==> src/rtl/input_unit_vc.sv <==
// input_unit_vc: router input unit with one flit FIFO and one packet FSM per
// virtual channel. Heads are XY-routed, then each VC requests an output VC and
// switch traversal per flit; every forwarded flit returns one credit upstream.
// Define INPUT_UNIT_PROTOCOL_CHECK_EN to enable the sticky o_error flag and the
// discarding of stray BODY/TAIL flits found at the front of an idle VC.
module input_unit_vc #(
  parameter int FLIT_W    = 34,
  parameter int COORD_W   = 4,
  parameter int NUM_VCS   = 2,
  parameter int BUF_DEPTH = 4,
  parameter int MY_X      = 0,
  parameter int MY_Y      = 0,
  localparam int VC_W     = (NUM_VCS > 1) ? $clog2(NUM_VCS) : 1
) (
  input  logic                 clk,
  input  logic                 reset,
  input  logic                 i_flit_valid,
  input  logic [FLIT_W-1:0]    i_flit,
  input  logic [VC_W-1:0]      i_flit_vc,
  output logic                 o_credit_valid,
  output logic [VC_W-1:0]      o_credit_vc,
  output logic [NUM_VCS-1:0]   o_vc_req,
  input  logic [NUM_VCS-1:0]   i_vc_ack,
  output logic [NUM_VCS-1:0]   o_switch_req,
  input  logic [NUM_VCS-1:0]   i_switch_ack,
  output logic [5*NUM_VCS-1:0] o_route,
  output logic                 o_flit_valid,
  output logic [FLIT_W-1:0]    o_flit,
  output logic [VC_W-1:0]      o_flit_vc,
  output logic                 o_error
);

  localparam int PTR_W = $clog2(BUF_DEPTH);
  localparam int CNT_W = PTR_W + 1;

  typedef enum logic [1:0] {S_IDLE, S_ROUTING, S_WAITING, S_ACTIVE} vcState_t;

  logic [FLIT_W-1:0]  r_buf   [NUM_VCS][BUF_DEPTH];
  logic [PTR_W-1:0]   r_wrPtr [NUM_VCS];
  logic [PTR_W-1:0]   r_rdPtr [NUM_VCS];
  logic [CNT_W-1:0]   r_count [NUM_VCS];
  vcState_t           r_state [NUM_VCS];
  logic [4:0]         r_route [NUM_VCS];
  logic               r_flitValid;
  logic [FLIT_W-1:0]  r_flit;
  logic [VC_W-1:0]    r_flitVc;
  logic               r_creditValid;
  logic [VC_W-1:0]    r_creditVc;

  logic [FLIT_W-1:0]  w_front [NUM_VCS];
  logic [NUM_VCS-1:0] w_notEmpty;
  logic [NUM_VCS-1:0] w_frontIsHead;
  logic [NUM_VCS-1:0] w_frontEndsPkt;
  logic [NUM_VCS-1:0] w_ackSel;
  logic [NUM_VCS-1:0] w_pop;
  logic [NUM_VCS-1:0] w_discard;
  logic [NUM_VCS-1:0] w_deq;
  logic [NUM_VCS-1:0] w_push;
  logic               w_anyPop;
  logic [VC_W-1:0]    w_popVc;
  logic [FLIT_W-1:0]  w_popFlit;
  logic [VC_W-1:0]    w_deqVc;

  // XY routing: resolve X first, then Y, unsigned compares against our position
  function automatic logic [4:0] xyRoute(input logic [2*COORD_W-1:0] dest);
    logic [COORD_W-1:0] dx;
    logic [COORD_W-1:0] dy;
    dx = dest[COORD_W-1:0];
    dy = dest[2*COORD_W-1:COORD_W];
    if (dx > COORD_W'(MY_X))      xyRoute = 5'b00100;
    else if (dx < COORD_W'(MY_X)) xyRoute = 5'b10000;
    else if (dy > COORD_W'(MY_Y)) xyRoute = 5'b00010;
    else if (dy < COORD_W'(MY_Y)) xyRoute = 5'b01000;
    else                          xyRoute = 5'b00001;
  endfunction

  // Decode the flit sitting at the front of each VC FIFO
  always_comb begin
    for (int v = 0; v < NUM_VCS; v++) begin
      w_front[v]        = r_buf[v][r_rdPtr[v]];
      w_notEmpty[v]     = (r_count[v] != '0);
      w_frontIsHead[v]  = r_buf[v][r_rdPtr[v]][FLIT_W-1];
      w_frontEndsPkt[v] = r_buf[v][r_rdPtr[v]][FLIT_W-2];
    end
  end

  // When several switch grants arrive together only the lowest index is honoured
  assign w_ackSel = i_switch_ack & (~i_switch_ack + NUM_VCS'(1));

  // A granted VC pops only while ACTIVE and holding a flit
  always_comb begin
    w_pop     = '0;
    w_anyPop  = 1'b0;
    w_popVc   = '0;
    w_popFlit = '0;
    for (int v = 0; v < NUM_VCS; v++) begin
      if (w_ackSel[v] && (r_state[v] == S_ACTIVE) && w_notEmpty[v]) begin
        w_pop[v]  = 1'b1;
        w_anyPop  = 1'b1;
        w_popVc   = VC_W'(v);
        w_popFlit = w_front[v];
      end
    end
  end

`ifdef INPUT_UNIT_PROTOCOL_CHECK_EN
  logic r_error;
  logic w_overflow;
  logic w_stray;
  logic w_multiAck;

  // Drop one stray BODY/TAIL from an idle VC when no switch pop needs the credit port
  always_comb begin
    logic found;
    found     = 1'b0;
    w_discard = '0;
    for (int v = 0; v < NUM_VCS; v++) begin
      if (!found && !w_anyPop && (r_state[v] == S_IDLE) && w_notEmpty[v] && !w_frontIsHead[v]) begin
        w_discard[v] = 1'b1;
        found        = 1'b1;
      end
    end
  end

  // Detect the protocol violations that set the sticky error flag
  always_comb begin
    w_overflow = 1'b0;
    w_stray    = 1'b0;
    for (int v = 0; v < NUM_VCS; v++) begin
      if (i_flit_valid && (i_flit_vc == VC_W'(v)) && (r_count[v] == CNT_W'(BUF_DEPTH)) && !w_deq[v])
        w_overflow = 1'b1;
      if ((r_state[v] == S_IDLE) && w_notEmpty[v] && !w_frontIsHead[v])
        w_stray = 1'b1;
    end
    w_multiAck = |(i_switch_ack & (i_switch_ack - NUM_VCS'(1)));
  end

  // Hold the error flag until reset
  always_ff @(posedge clk) begin
    if (reset) r_error <= 1'b0;
    else       r_error <= r_error | w_overflow | w_stray | w_multiAck;
  end

  assign o_error = r_error;
`else
  assign w_discard = '0;
  assign o_error   = 1'b0;
`endif

  assign w_deq = w_pop | w_discard;

  // Accept a push if there is room, or if the same VC frees a slot this cycle
  always_comb begin
    w_push  = '0;
    w_deqVc = '0;
    for (int v = 0; v < NUM_VCS; v++) begin
      if (i_flit_valid && (i_flit_vc == VC_W'(v)) && ((r_count[v] < CNT_W'(BUF_DEPTH)) || w_deq[v]))
        w_push[v] = 1'b1;
      if (w_deq[v])
        w_deqVc = VC_W'(v);
    end
  end

  // Store accepted flits; storage needs no reset since occupancy gates reads
  always_ff @(posedge clk) begin
    for (int v = 0; v < NUM_VCS; v++) begin
      if (w_push[v]) r_buf[v][r_wrPtr[v]] <= i_flit;
    end
  end

  // Advance FIFO pointers and occupancy; reset empties every VC
  always_ff @(posedge clk) begin
    if (reset) begin
      for (int v = 0; v < NUM_VCS; v++) begin
        r_wrPtr[v] <= '0;
        r_rdPtr[v] <= '0;
        r_count[v] <= '0;
      end
    end else begin
      for (int v = 0; v < NUM_VCS; v++) begin
        if (w_push[v]) r_wrPtr[v] <= r_wrPtr[v] + PTR_W'(1);
        if (w_deq[v])  r_rdPtr[v] <= r_rdPtr[v] + PTR_W'(1);
        r_count[v] <= r_count[v] + CNT_W'(w_push[v]) - CNT_W'(w_deq[v]);
      end
    end
  end

  // Per-VC packet FSM; the route is held from ROUTING exit until back in IDLE
  always_ff @(posedge clk) begin
    if (reset) begin
      for (int v = 0; v < NUM_VCS; v++) begin
        r_state[v] <= S_IDLE;
        r_route[v] <= '0;
      end
    end else begin
      for (int v = 0; v < NUM_VCS; v++) begin
        case (r_state[v])
          S_IDLE: begin
            if (w_notEmpty[v] && w_frontIsHead[v]) r_state[v] <= S_ROUTING;
          end
          S_ROUTING: begin
            r_route[v] <= xyRoute(w_front[v][2*COORD_W-1:0]);
            r_state[v] <= S_WAITING;
          end
          S_WAITING: begin
            if (i_vc_ack[v]) r_state[v] <= S_ACTIVE;
          end
          S_ACTIVE: begin
            if (w_pop[v] && w_frontEndsPkt[v]) begin
              r_state[v] <= S_IDLE;
              r_route[v] <= '0;
            end
          end
          default: r_state[v] <= S_IDLE;
        endcase
      end
    end
  end

  // Register the forwarded flit together with its upstream credit
  always_ff @(posedge clk) begin
    if (reset) begin
      r_flitValid   <= 1'b0;
      r_flit        <= '0;
      r_flitVc      <= '0;
      r_creditValid <= 1'b0;
      r_creditVc    <= '0;
    end else begin
      r_flitValid   <= w_anyPop;
      r_flit        <= w_anyPop ? w_popFlit : '0;
      r_flitVc      <= w_anyPop ? w_popVc : '0;
      r_creditValid <= |w_deq;
      r_creditVc    <= w_deqVc;
    end
  end

  // Allocator requests decode straight from registered state and occupancy
  always_comb begin
    o_vc_req     = '0;
    o_switch_req = '0;
    o_route      = '0;
    for (int v = 0; v < NUM_VCS; v++) begin
      o_vc_req[v]        = (r_state[v] == S_WAITING);
      o_switch_req[v]    = (r_state[v] == S_ACTIVE) && w_notEmpty[v];
      o_route[5*v +: 5]  = r_route[v];
    end
  end

  assign o_flit_valid   = r_flitValid;
  assign o_flit         = r_flit;
  assign o_flit_vc      = r_flitVc;
  assign o_credit_valid = r_creditValid;
  assign o_credit_vc    = r_creditVc;

endmodule

==> config.mk <==
export PLATFORM = sky130hd
export DESIGN_NAME = input_unit_vc
export DESIGN_NICKNAME = d
export VERILOG_FILES = /design/src/rtl/input_unit_vc.sv
export SDC_FILE = /design/constraint.sdc
export NUM_CORES = 1
export LEC_CHECK = 0
export CORE_ASPECT_RATIO = 0.9
export CORE_MARGIN = 4
export CORE_UTILIZATION = 42
export DETAILED_ROUTE_END_ITERATION = 6
export GPL_TIMING_DRIVEN = 1
export SLEW_MARGIN = 5
export SYNTH_ARGS = -nofsm -noshare
export SYNTH_HDL_FRONTEND = slang
export SYNTH_SLANG_ARGS = --single-unit
export TNS_END_PERCENT = 30
==> constraint.sdc <==
create_clock -name clk -period 3.1 [get_ports clk]
set_input_delay 0.62 -clock clk [delete_from_list [all_inputs] [get_ports clk]]
set_output_delay 0.62 -clock clk [all_outputs]
set_load 0.01 [all_outputs]
## Yosys cells after proc, flatten, opt, wreduce, memory -nomap -nowiden

Memories as Yosys holds them, arrays and structs flattened.
Cells that the tools add are included.

| word-level totals | value |
|---|---|
| register bits after elaboration | 38 |
| RAM bits | 300 |
| input bits | 42 |
| output and inout port bits | 53 |
| logic and storage cells | 190 |
| memories | 6 |

| cells by class | value |
|---|---|
| add/sub/neg operators | 9 |
| order comparisons | 16 |
| eq/ne operators | 6 |
| mux-type cells | 97 |
| bitwise operators | 26 |
| reductions and logical operators | 25 |

Memories:

| memory | depth | bits a word | read ports | clocked after memory_dff | write ports | line | text |
|---|---|---|---|---|---|---|---|
| r_buf | 2 | 136 | 2 | 0 | 1 | 38 | `logic [FLIT_W-1:0] r_buf [NUM_VCS][BUF_DEPTH];` |
| r_route | 2 | 5 | 2 | 0 | 2 | 43 | `logic [4:0] r_route [NUM_VCS];` |
| r_count | 2 | 3 | 2 | 0 | 2 | 41 | `logic [CNT_W-1:0] r_count [NUM_VCS];` |
| r_rdPtr | 2 | 2 | 2 | 0 | 2 | 40 | `logic [PTR_W-1:0] r_rdPtr [NUM_VCS];` |
| r_state | 2 | 2 | 2 | 0 | 2 | 42 | `vcState_t r_state [NUM_VCS];` |
| r_wrPtr | 2 | 2 | 2 | 0 | 2 | 39 | `logic [PTR_W-1:0] r_wrPtr [NUM_VCS];` |

Operators with widths:

| operator | number |
|---|---|
| $mux 136 | 4 |
| $mux 34 | 8 |
| $bmux 34 s2 | 2 |
| $demux 34 s2 | 2 |
| $reduce_or 136->1 | 1 |
| $mux 5 | 12 |
| $mux 1 | 51 |
| $mux 2 | 12 |
| $or 1x1->1 | 18 |
| $gt 4x1->1 const B | 4 |
| $logic_and 1x1->1 | 16 |
| $lt 4x1->1 const B | 4 |
| $mux 4 | 4 |
| $ge 3x3->1 const B | 4 |
| $not 2->3 | 4 |
| $add 2x1->2 const B | 5 |
| $eq 2x2->1 const B | 4 |
| $add 3x1->3 | 2 |
| $lt 3x1->1 const B | 2 |
| $lt 3x3->1 const B | 2 |
| $mux 3 | 2 |
| $reduce_bool 3->1 | 2 |
| $sub 3x1->3 | 2 |
| $eq 2x1->1 const B | 2 |
| 6 further kinds | 10 |

## Logic depth before layout (Yosys ltp)

Gate-level depths: netlist of the first run.
An unclocked memory read counts as a cell.

| logic depth | value |
|---|---|
| depth after elaboration | 14 |
| mapped depth | 12 |

## Worst setup path after synthesis of the first run

No wires, ideal clock.

| timing | value |
|---|---|
| path kind | input to register |
| from | input port i_switch_ack[1] |
| to | memory r_count[0][5] (netlist bit) |
| arrival | 2513 ps |
| data required time | 2972 ps |
| slack | 460 ps |
| stages | 12 |
| path buffers | 1 |
| cell sequence | nor2b_1 nand2_1 clkinv_1 clkbuf_1 ha_1 inv_1 ha_1 inv_1 fa_1 xor2_1 xnor2_1 nor2_1 |

RTL lines:

| element | line | text |
|---|---|---|
| from (decl) | 25 | `input logic [NUM_VCS-1:0] i_switch_ack,` |
| to (decl) | 41 |  |

==> results.ini, run 1 <==
[worst_setup_path]
rr_worst_depth=4
reg2reg_from=r_rdPtr[0][2]$_SDFFCE_PN0P_
critPathKind=flop to flop
cp_max_fo=16
cp-startpoint=r_rdPtr[0][2]$_SDFFCE_PN0P_
cp.arrival_ns=2.72
worstSetupEndpointType=flop
startpoint_type=flop
required_ns=3.31

[timing]
fin_hold_ws_ns=0.443
final-setup-viol-count=0
relSlewSlack=0.529
fmax_mhz=399
setup_tns_ns=0
rsz0062_at_grt=false
finClkSkew_ns=0.0223
finalCriticalPeriod_ns=2.51
drv_slew=0
hold_violations=0
tightestPinTransition_ns=0.701
fin_ws_ns=0.592
fin_crit_sh=0.809

[yosys]
ys_warn_count=0
syn_area_um2=12500
synth_seq_cells=333
netlist-cell-type-count=44
syn_avg_cell_area_um2=20.1
ys_seq_area_frac=0.766
postSynthCellCount=620

[floorplan]
die_h_um=171
start_util=0.428
dieWidth_um=190
io-pin-count=95
rows=59
die_area_um2=32500
core_area_um2=29100

[clock_network]
clkSlewWorstSetupHoldPaths_ns=0.06
cts_hold_buf=0
cts_setup_buffers=0
cts_root_buffer=clkbuf_16
clock_latency_ns=0.52
htreeDepth=2
cts-resized-gates=0
cts_tree=built
cts.sinks=333
clockBufferDepth=3
numCtsBuffers=36

[detailed_routing]
vias_per_cell=5.29
drcViolationCount=0
first_iter_violations=494
finalWirelength_mm=25.5
vias=6169
dr.pass1.iters=5
ant_nets=0
wl_per_cell_um=21.8

[layout]
diodes=0
final_util=0.520
multiInputGateArea_um2=2690
drive_above_1_share=0.192
syn2layout_area_growth_pct=21.3
n_fill_cell=2336
nets=798
final_common_cell=edfxtp_1
register_area_um2=9540
mostFrequentLayoutCells=edfxtp_1 (287), clkdlybuf4s50_1 (88), mux4_2 (62)

[global_routing]
grt-ovfl-total=0
grt_pass1_vias=6477
grt_usage=0.158
grt_start_max_net_pins=36
grt_pass1_wl_mm=38.8
antenna_found_initial=1

[place]
hpwlAfterDp_mm=14.8
post-place-ws_ns=0.179
gp_congestion=0.754
portBuffers=89

[power_and_ir_drop]
total_power_mw=10.3
power_density_nw_per_um2=679
vdd_ir_drop_max_mv=0.489
p_leak_nw=4.99

[run]
maxCapViolCount=0

[hold_path]
min_from=r_route[1][1]$_SDFFE_PP0P_
hp-class=flop to flop
hold_depth=2

[outcome]
outcome=completed

routing by layer:
layer	vias up	track usage	routed length, um
met5	-	0	17
li1	2729	-	-
met4	2	0.0399	406
met1	3206	0.230	11600
met2	195	0.248	11800
met3	37	0.0306	1610
area by class of cell:
class	instances	share of cell area
repair buffers	114	0.0785
clock inverters	10	0.00563
inverters	18	0.00447
well taps	396	0.0328
flip-flops and latches	333	0.631
clock buffers	56	0.0699
multi-input cells	239	0.178
cells by family (layout without fill, tap and decap cells):
logic type | after synthesis | after routing | synth area share
xor+xnor | 6 | 6 | 0.00422
other cells | 1 | 5 | 0.000301
flops | 333 | 333 | 0.766
buf+inv | 52 | 198 | 0.0210
compound gates | 56 | 56 | 0.0345
mux | 68 | 68 | 0.125
simple gates | 90 | 90 | 0.0344
fa+ha+maj | 14 | 14 | 0.0153
registers in the layout (all words and copies together), names as in the netlist:
signal	count
o_credit_vc	1
o_flit	34
o_flit_valid	1
o_flit_vc	1
r_buf	272
r_count	6
r_rdPtr	4
r_route	6
r_state	4
r_wrPtr	4
where the power goes:
part | total (mW) | internal (mW) | switching, mW | leakage (nW)
sequential | 5.26 | 5.15 | 0.117 | 3.00
clock | 4.06 | 2.44 | 1.62 | 0.554
combinational | 0.946 | 0.443 | 0.503 | 1.44
total | 10.3 | 8.03 | 2.24 | 4.99
path summary, 6_finish.rpt:
kind	to	slack, ns
max	r_state[1][0]$_DFFE_PP_	0.59
min reg2reg	r_route[1][1]$_SDFFE_PP0P_	0.44
max reg2reg	r_state[1][0]$_DFFE_PP_	0.59
min	r_route[1][1]$_SDFFE_PP0P_	0.44
per-stage QoR:
stage / instance area, um2 / cells
after floorplan: 12500 / 624
after global placement: 14000 / 1100
after detailed placement: 14000 / 1100
after CTS: 15100 / 1166
after global routing: 15100 / 1166
final: 15100 / 1166
cell usage after synthesis:
cell	number	area (um2)
o221ai_2	1	15.0
nand3_1	3	15.0
conb_1	1	3.75
fa_1	2	40.0
ha_1	12	150
buf_2	8	40.0
buf_6	3	33.8
nand2b_1	2	12.5
o311ai_0	2	17.5
clkbuf_1	14	52.6
or3_1	2	12.5
xnor2_1	4	35.0
mux4_2	62	1400
edfxtp_1	287	8620
inv_1	15	56.3
buf_1	2	7.51
nor3b_1	2	15.0
nor2b_1	7	43.8
a22oi_1	33	248
xor2_1	2	17.5
a211oi_1	2	15.0
and2_1	8	50.1
nor3_1	2	10.0
clkinv_1	3	11.3
a32o_1	1	10.0
dfxtp_1	46	921
o21ai_1	1	5.00
nor4_1	2	12.5
o21ai_0	4	20.0
buf_4	6	45.0
a21oi_1	2	10.0
nand3b_1	1	7.51
nor2_1	47	176
or4_1	1	7.51
mux4_1	6	158
nand2_1	12	45.0
o311a_1	2	20.0
a211o_1	1	8.76
o31ai_1	1	7.51
nor4_4	1	21.3
o211a_1	3	30.0
a21o_1	2	15.0
a311oi_1	1	8.76
buf_8	1	15.0
worst max-delay path: stages (launching register included):
cell and delay [ns]:
edfxtp_1 0.59, buf_12 0.24, mux4_2 0.55, a311oi_1 0.60, nand3_1 0.22
Power figures use the tool's default switching activity.
==> run 2: changes to the inputs <==
==> constraint.sdc (replaced) <==
create_clock -name clk -period 2.35 [get_ports clk]
set_input_delay 0.47 -clock clk [delete_from_list [all_inputs] [get_ports clk]]
set_output_delay 0.47 -clock clk [all_outputs]
set_load 0.01 [all_outputs]
==> run 2 against run 1 <==
  * Wire length up 1.1%
  * Worst setup slack worse by 0.52 ns
  * Clock-buffer cell count down 2
  * Critical path type is now flop to output port
  * Largest power group unchanged
==> results.ini, run 2 (synthesis gave the netlist of run 1 again) <==
[layout]
drive_above_1_share=0.240  ; +0.0474
diodes=0  ; unchanged
nets=827  ; +3.6%
multiInputGateArea_um2=2720  ; +1.2%
final_util=0.531  ; +0.0112
design_area_um2=15400  ; +2.2%
stdcell_count=1193  ; +2.3%
mostFrequentLayoutCells=edfxtp_1 (287), clkdlybuf4s50_1 (86), mux4_2 (62)
register_area_um2=9540  ; about the same
n_fill_cell=2336  ; unchanged
largest_reg_flops=272  ; unchanged
final_common_cell=edfxtp_1
syn2layout_area_growth_pct=23.9

[detailed_routing]
drcViolationCount=0  ; unchanged
vias=6285  ; +1.9%
finalWirelength_mm=25.7  ; +1.1%
wl_per_cell_um=21.6  ; -1.2%
vias_per_cell=5.27  ; -0.43%
first_iter_violations=466  ; -5.7%
dr.pass1.iters=5  ; unchanged
ant_nets=0  ; unchanged

[power_and_ir_drop]
total_power_mw=13.6  ; +33%
power_density_nw_per_um2=882  ; +30%
p_leak_nw=5.20  ; +4.3%
vdd_ir_drop_max_mv=0.465  ; -5.0%

[worst_setup_path]
regToRegEndpoint=r_count[0][2]$_SDFF_PP0_
cp.arrival_ns=1.81  ; -0.91 ns
rr_worst_depth=11  ; +7
max_stage_delay_ns=0.47  ; -0.13 ns
reg2reg_from=r_count[0][0]$_SDFF_PP0_
critPathKind=flop to output port
rrSetupSlack_ns=0.09  ; -0.50 ns
worstSetupEndpointType=output port
path_cells=o311a_1 > buf_4 > clkdlybuf4s50_1
slowest_stage=clkdlybuf4s50_1
startpoint_type=flop
cp_max_fo=2  ; -14
required_ns=1.88  ; -1.43 ns

[place]
hpwlAfterDp_mm=16.4  ; +10%
portBuffers=89  ; unchanged
gp_congestion=0.777  ; +3.1%
post-place-ws_ns=-0.341  ; -0.520 ns
place_inst=1127  ; +2.5%
placed_area_um2=14300  ; +2.0%

[floorplan]
die_area_um2=32500  ; unchanged
rows=59  ; unchanged
start_util=0.428  ; unchanged
dieWidth_um=190  ; unchanged
die_h_um=171  ; unchanged
core_area_um2=29100  ; unchanged
io-pin-count=95  ; unchanged

[hold_path]
hp-class=primary input to flop
hold_depth=2  ; unchanged
min_from=reset
worstHoldEndpoint=r_state[0][1]$_SDFFCE_PP0P_

[clock_network]
numCtsBuffers=35  ; -2.8%
clock_latency_ns=0.52  ; about the same
htreeDepth=2  ; unchanged
cts_tree=built
cts.sinks=333  ; unchanged
cts_hold_buf=0  ; unchanged
cts_root_buffer=clkbuf_16
clkSlewWorstSetupHoldPaths_ns=0.06  ; about the same
clockBufferDepth=3  ; unchanged

[timing]
drv_slew=0  ; unchanged
final-setup-viol-count=0  ; unchanged
finClkSkew_ns=0.0214  ; -0.000939 ns
fin_hold_ws_ns=0.451  ; +0.00765 ns
tightestPinTransition_ns=0.634  ; -0.0666 ns
finalCriticalPeriod_ns=2.28
hold_violations=0  ; unchanged
fmax_mhz=438
setup_tns_ns=0  ; unchanged
rsz0062_at_grt=true
fin_ws_ns=0.0686  ; -0.524 ns
fin_crit_sh=0.971
relSlewSlack=0.577  ; +0.0487

[global_routing]
grt_pass1_wl_mm=39.5  ; +1.8%
antenna_found_initial=0  ; -1
grt_pass1_vias=6556  ; +1.2%
grt_usage=0.160  ; +0.00286
grt-ovfl-total=0  ; unchanged
grt_start_max_net_pins=36  ; unchanged

[outcome]
outcome=completed

[run]
maxCapViolCount=0  ; unchanged

run 2: changes by cell type in the layout (fill, tap and decap cells not counted), moves of 3 or more:
| cell | before | now |
|---|---|---|
| buf_4 | 16 | 40 |
| dfxtp_2 | 0 | 3 |
| dfxtp_1 | 46 | 43 |
| clkinv_1 | 6 | 1 |
| buf_12 | 9 | 15 |
| clkinv_2 | 2 | 7 |
run 2: layer usage:
metal	vias up	part of all wire	wire length (um)	global-route usage
met5	-	0	0	0
met4	0	0.016	404	0.0318
met3	31	0.056	1450	0.0371
met2	198	0.47	12100	0.256
met1	3279	0.46	11800	0.231
li1	2777	-	-	-
run 2: how the worst max path moves through the flow:
stage	end	depth (start not counted)	slack (ns)	startpoint
detailed placement	r_count[0][2]$_SDFF_PP0_	12	-0.34	i_switch_ack[0]
global placement	r_count[0][5]$_SDFF_PP0_	12	-0.31	i_switch_ack[1]
global route	r_count[0][2]$_SDFF_PP0_	11	-0.02	r_count[0][0]$_SDFF_PP0_
finish	o_switch_req[1]	3	0.07	r_count[0][4]$_SDFF_PP0_
CTS	r_count[0][2]$_SDFF_PP0_	11	-0.01	r_count[0][1]$_SDFF_PP0_
floorplan	r_count[0][5]$_SDFF_PP0_	12	-0.13	r_count[0][4]$_SDFF_PP0_
run 2: timing repair:
action,CTS,global route
gates resized for setup,1,9
setup buffers,1,2
endpoints found under the setup margin,3,6
pin swaps,2,7
endpoints found under the hold margin,0,0
run 2: critical path, delay by kind of cell, from the launching register on:
kind / cells / cell delay (ns)
flops: 1 / 0.31
compound gates: 1 / 0.38
buf+inv: 2 / 0.62
run 2: area by class of cell:
cell class	count	share of cell area
Sequential cell	333	0.618
Multi-Input combinational cell	239	0.176
Timing Repair Buffer	144	0.0966
Clock buffer	54	0.0665
Tap cell	396	0.0321
Clock inverter	9	0.00624
Inverter	18	0.00454
run 2: power breakdown:
group / internal, mW / switching [mW]
logic: 0.692 / 0.735
registers: 6.79 / 0.126
clock network: 3.14 / 2.15
total: 10.6 / 3.01
